`src/rtl/and_gate_arbiter.sv`:
```
// rtl/and_gate_arbiter.sv - shares one W-bit AND unit among N requesters with a tagged valid/ready result
// GATE_ARB_RR_EN selects round-robin arbitration; without it the lowest-index requester wins.
module and_gate_arbiter #(
  parameter int N = 4,
  parameter int W = 8,
  localparam int IDW = $clog2(N)
) (
  input  logic             clk,
  input  logic             rst,
  input  logic [N-1:0]     req,
  input  logic [N*W-1:0]   a_in,
  input  logic [N*W-1:0]   b_in,
  output logic [N-1:0]     gnt,
  output logic             res_valid,
  input  logic             res_ready,
  output logic [IDW-1:0]   res_id,
  output logic [W-1:0]     res_data,
  output logic             busy
);

  localparam logic [1:0] IDLE = 2'd0;
  localparam logic [1:0] EXEC = 2'd1;
  localparam logic [1:0] RESP = 2'd2;

  logic [1:0]     state;
  logic [W-1:0]   a_lat;
  logic [W-1:0]   b_lat;
  logic [IDW-1:0] id_lat;
  logic [IDW-1:0] win;
  logic [W-1:0]   a_sel;
  logic [W-1:0]   b_sel;

`ifdef GATE_ARB_RR_EN
  logic [IDW-1:0] ptr;
  logic [IDW:0]   cand;
  logic           found;

  // Scan ptr, ptr+1, ... wrapping at N; the first active requester wins.
  always_comb begin
    win   = '0;
    found = 1'b0;
    cand  = '0;
    for (int k = 0; k < N; k++) begin
      cand = {1'b0, ptr} + (IDW+1)'(k);
      if (cand >= (IDW+1)'(N))
        cand = cand - (IDW+1)'(N);
      if (!found && req[cand[IDW-1:0]]) begin
        win   = cand[IDW-1:0];
        found = 1'b1;
      end
    end
  end

  always_ff @(posedge clk) begin
    if (rst)
      ptr <= '0;
    else if (state == IDLE && |req)
      ptr <= (win == IDW'(N-1)) ? '0 : win + IDW'(1);
  end
`else
  always_comb begin
    win = '0;
    for (int i = N-1; i >= 0; i--)
      if (req[i])
        win = IDW'(i);
  end
`endif

  always_comb begin
    a_sel = '0;
    b_sel = '0;
    for (int i = 0; i < N; i++) begin
      if (win == IDW'(i)) begin
        a_sel = a_in[i*W +: W];
        b_sel = b_in[i*W +: W];
      end
    end
  end

  always_ff @(posedge clk) begin
    if (rst) begin
      state     <= IDLE;
      gnt       <= '0;
      res_valid <= 1'b0;
      res_id    <= '0;
      res_data  <= '0;
      a_lat     <= '0;
      b_lat     <= '0;
      id_lat    <= '0;
    end else begin
      gnt <= '0;
      case (state)
        IDLE: begin
          if (|req) begin
            a_lat  <= a_sel;
            b_lat  <= b_sel;
            id_lat <= win;
            gnt    <= N'(1) << win;
            state  <= EXEC;
          end
        end
        EXEC: begin
          res_data  <= a_lat & b_lat;
          res_id    <= id_lat;
          res_valid <= 1'b1;
          state     <= RESP;
        end
        RESP: begin
          // Requests are ignored here; they are only sampled again once IDLE is re-entered.
          if (res_ready) begin
            res_valid <= 1'b0;
            state     <= IDLE;
          end
        end
        default: state <= IDLE;
      endcase
    end
  end

  assign busy = (state != IDLE);

endmodule

```
`config.mk`:
```
export PLATFORM = sky130hd
export DESIGN_NAME = and_gate_arbiter
export DESIGN_NICKNAME = d
export VERILOG_FILES = /design/src/rtl/and_gate_arbiter.sv
export SDC_FILE = /design/constraint.sdc
export NUM_CORES = 1
export LEC_CHECK = 0
export CAP_MARGIN = 20
export CORE_AREA = 3 3 75 77
export DETAILED_ROUTE_END_ITERATION = 16
export DIE_AREA = 0 0 78 80
export GPL_ROUTABILITY_DRIVEN = 0
export GPL_TIMING_DRIVEN = 0
export PLACE_DENSITY = 0.81
export SLEW_MARGIN = 5
export SYNTH_ARGS = -nofsm -noshare
export SYNTH_HDL_FRONTEND = slang
export SYNTH_SLANG_ARGS = --single-unit
```
`constraint.sdc`:
```
create_clock -name clk -period 1.2 [get_ports clk]
set_input_delay 0.12 -clock clk [delete_from_list [all_inputs] [get_ports clk]]
set_output_delay 0.12 -clock clk [all_outputs]
set_load 0.005 [all_outputs]
```
After elaboration in Yosys (flattened, before gate mapping)
Index checks and enable logic that the tools add are counted.
{"block": "totals", "reg_bits": 35, "output_inout_bits": 16}
{"block": "classes", "n_eq_ne": 7, "shift": 1, "n_mux": 17, "bitwise_logic": 3, "n_reduce_logical": 9}
{"cell": "two-way mux 8 bit", "count": 8}
{"cell": "two-way mux 2 bit", "count": 6}
{"cell": "bitwise AND 8 bit", "count": 1}
{"cell": "== test 2 bit (second input constant)", "count": 3}
{"cell": "case mux 2 bit (3 select lines)", "count": 1}
{"cell": "AND reduction 2 bit", "count": 3}
{"cell": "== test 2 x 1 -> 1 bit (second input constant)", "count": 2}
{"cell": "zero test 2 bit", "count": 2}
{"cell": "!= test 2 bit (second input constant)", "count": 2}
{"cell": "nonzero test 2 bit", "count": 2}
{"cell": "OR reduction 4 bit", "count": 1}
{"cell": "left shift 1 x 2 -> 4 bit (first input constant)", "count": 1}
{"cell": "OR reduction 3 bit", "count": 1}
{"cell": "NOT 1 bit", "count": 2}
{"cell": "case mux 1 bit (2 select lines)", "count": 1}
{"cell": "two-way mux 1 bit", "count": 1}

Depth between registers and ports, before layout
{"block": "logic_depth", "word_depth": 9, "depth_mapped": 6, "mapped_depth_nobuf": 4}

Least setup slack after synthesis
OpenSTA, ideal clock, no wires.
{"block": "synth_path", "path_kind": "input -> register", "startpoint": "input req[2]", "endpoint": "register a_lat[0]", "arrival_ns": 1.115, "required_ns": 1.064, "path_slack_ns": -0.050, "path_stages": 6, "n_path_buf": 2, "path_cell_list": "and2b_1 buf_2 buf_2 a211o_1 a32oi_1 o32ai_1"}
{"block": "synth_via", "elab_chain_len": 8}
{"item": "start: declaration", "line_no": "10", "source": "input logic [N-1:0] req,"}
{"item": "two-way mux 2 bit (3 in series)", "line_no": "64", "source": "if (req[i])"}
{"item": "zero test 2 bit", "line_no": "73", "source": "if (win == IDW'(i)) begin"}
{"item": "two-way mux 8 bit (4 in series)", "line_no": "73"}
{"item": "end signal: assignment", "line_no": "95", "source": "a_lat <= a_sel;"}
{"item": "end: declaration", "line_no": "26", "source": "logic [W-1:0] a_lat;"}
Parallel ways exist; a longest one is shown, timed or not.
A chain may end at the register's enable or synchronous reset.

Worst setup path after layout
{"block": "layout_path", "startpoint": "register state[1]", "endpoint": "register a_lat[4]"}
{"block": "layout_via", "elab_chain_len": 2}
{"item": "start: declaration", "line_no": "25", "source": "logic [1:0] state;"}
{"item": "start signal: assignment", "line_no": "82", "source": "state <= IDLE;"}
{"item": "start signal: assignment", "line_no": "99", "source": "state <= EXEC;"}
{"item": "start signal: assignment", "line_no": "106", "source": "state <= RESP;"}
{"item": "zero test 2 bit", "line_no": "92", "source": "case (state)"}
{"item": "AND reduction 2 bit (no line)"}
Every way passes these cells.

==> run_results.csv <==
group,metric,value,unit
sta,layout_setup_ws,-0.06528,ns
sta,worst_pin_slew,0.5078,ns
final_layout,drive_gt1_share,25.00,%
final_layout,area_growth,76.85,%
placement,place_area,2773,um2
floorplanning,core_area,5075,um2
placement,dp.cells,365,
routing,top_layer_used,"met4",
worst_setup_path,r2r_cells,5,
final_layout,final_cell_area,3222,um2
synthesis,synth_area,1822,um2
routing,routed_wl,6890,um
synthesis,ys_seq_area_share,38.46,%
pwr,peakVddDrop,0.6958,mV
min_path,hp-class,"in2reg",
final_layout,fin_cells,386,
routing,drt-initial-drc-count,137,
final_layout,ff_latch_area,708.2,um2
pwr,total_power,3.230,mW
run_status,failed_checks,"setup timing",
placement,port-buffer-count,85,
grt,grt_usage,20.88,%
pwr,p_leak,1.224,nW
placement,hpwl,4662,um
synthesis,ys_ff_latch,35,
min_path,hold_start,"req[0]",
grt,grt_pass1_vias,2012,
worst_setup_path,arrival,1.46,ns
cts,numClockSinks,35,
cts,cts_tree,"built",
final_layout,antennaDiodeCount,0,
worst_setup_path,rr_endpoint,"a_lat[4]",
cts,numCtsBuffers,5,
grt,grt_max_degree,12,
floorplanning,placementRows,26,
worst_setup_path,slowest_stage,"dfxtp_4",
worst_setup_path,start_kind,"flop",
sta,whs,0.1393,ns
routing,wl_met1,2621,um
synthesis,synthCells,210,
worst_setup_path,critical_path_class,"reg2reg",
cts,cts_buffer_depth,2,
worst_setup_path,endpoint_kind,"flop",
sta,rsz0062_at_grt,"true",
floorplanning,dieArea,6240,um2
sta,timing.slew.headroom,66.15,%
run_status,status,"finished with violations",
worst_setup_path,r2r_slack,-0.07,ns
synthesis,ys_types,31,
routing,wl_met2,3673,um
final_layout,layout_commonest_cell,"clkdlybuf4s50_1",
routing,wire_per_inst,17.85,um
cts,cts_root_buf,"clkbuf_8",
sta,fin_skew,0.006154,ns
worst_setup_path,worst-path-max-fanout,7,
sta,fin_crit_sh,105.4,%
placement,pre_cts_ws,-0.7677,ns
sta,report.final.slew_viol_count,0,
worst_setup_path,crit_path_start,"state[1]",
synthesis,synth_nets,281,
sta,fin_crit,1.265,ns
final_layout,finish.utilization,63.49,%
run,cap_violations,0,
worst_setup_path,path_delay_family,"flip-flops",
cts,cts_hold_buffers,0,
final_layout,multi_input_area,1211,um2
grt,antenna_found_initial,0,
cts,h-tree-depth,2,
routing,vias_per_cell,5.557,
grt,gr-total-overflow,0,
synthesis,ys_warn_count,0,
cts,insertion_delay,0.28,ns
floorplanning,start_util,35.90,%
min_path,holdPathStages,2,
routing,drc,0,
min_path,hold_end,"gnt[1]",
grt,grt_pass1_wl,10220,um
floorplanning,die_w,78,um
floorplanning,io_pins,87,
worst_setup_path,cpPeakStageDelay,0.37,ns
cts,clkTransAtPathRegs,0.07,ns
worst_setup_path,cp.required,1.39,ns
pwr,powerDensity,1002,nW/um2
routing,vias,2145,
worst_setup_path,r2r_start,"state[1]",
final_layout,fin_nets,387,
floorplanning,chipHeight,80,um
routing,met3_length,434,um
sta,setup_viol,8,
sta,hold_viol_final,0,
routing,postRouteAntennaNets,0,
worst_setup_path,cp_cell_sequence,"nor3_4 > buf_6 > buf_8 > o21ai_2 > o32ai_2",
routing,drtPass1Iterations,7,
final_layout,layout_common_cells,"clkdlybuf4s50_1 (66), nand2b_1 (33), dfxtp_1 (33)",
synthesis,syn_area_per_cell,8.675,um2
sta,setup_tns,-0.1092,ns
sta,max_freq,790.3,MHz
worst_setup_path,path_buf_inv,2,
final_layout,fill_cells,426,
## flip-flops by register name, summed over array words and instances, names as in the netlist
register	count
id_lat	2
gnt	4
a_lat	8
state	2
res_id	2
b_lat	8
res_valid	1
res_data	8
## layer usage
metal | vias to the layer above | track usage (%)
met5 | - | 0
met4 | 0 | 6.993
met3 | 16 | 3.950
met2 | 100 | 35.96
met1 | 1024 | 26.10
li1 | 1005 | -
## synthesized netlist by cell type, drive strengths merged
master,instances,share of area (%)
buf,9,3.2
o21ai,19,5.8
dfxtp,35,38
nor4b,1,0.48
nor2,4,0.82
o32ai,16,7.7
nand2b,33,11
a211o,16,7.7
nor2b,1,0.34
nand2,13,2.8
a21oi,13,3.6
or2,1,0.48
nand3,8,2.2
o211ai,1,0.41
nand3b,1,0.41
and2b,1,0.41
nor4,1,0.69
and3,1,0.34
clkinv,1,0.27
a32oi,16,7.7
nor3,5,1.6
clkbuf,12,2.5
inv,1,0.21
or3b,1,0.48
## report_power, final
group | total (mW) | leakage (nW) | internal (mW) | switching, mW
Clock | 0.858 | 0.0470 | 0.450 | 0.408
Combinational | 1.06 | 0.890 | 0.585 | 0.477
Sequential | 1.31 | 0.288 | 1.25 | 0.0568
Total | 3.23 | 1.22 | 2.29 | 0.942
## worst register-to-register path, delay by kind of cell, from the launching register on
family          cells  cell delay, ns
simple gates        1            0.19
flops               1            0.37
buf+inv             2            0.30
compound gates      2            0.31
## timing repair
item                                    CTS  global route
gates resized for setup                  68            40
cloned                                    2             0
pin swaps                                20            27
buffers inserted                         10             3
endpoints found under the setup margin   45            28
## cells by family (layout without fill, tap and decap cells)
| logic type | count (synthesis) | count (layout) | synth area share [%] |
|---|---|---|---|
| buffers and inverters | 23 | 129 | 6.180 |
| and+or+nand+nor | 71 | 71 | 22.46 |
| AOI/OAI and AO/OA | 81 | 81 | 32.90 |
| DFF | 35 | 35 | 38.46 |
## area by class of cell
cell class	instances	share of cell area, %
multi-input cells	152	37.59
repair buffers	100	29.67
flip-flops and latches	35	21.98
plain buffers	20	5.010
well taps	70	2.718
clock buffers	6	2.563
inverters	2	0.3107
clock inverters	1	0.1553
## how the worst max path moves through the flow
stage	slack, ns	cells past startpoint	endpoint
after floorplan	-0.004	6	id_lat[0]
after global placement	-0.71	7	a_lat[2]
after detailed placement	-0.77	7	a_lat[2]
after CTS	-0.05	5	a_lat[2]
after global routing	-0.1	5	a_lat[4]
final	-0.07	5	a_lat[4]
No activity file was read; power rests on OpenSTA's default activity.
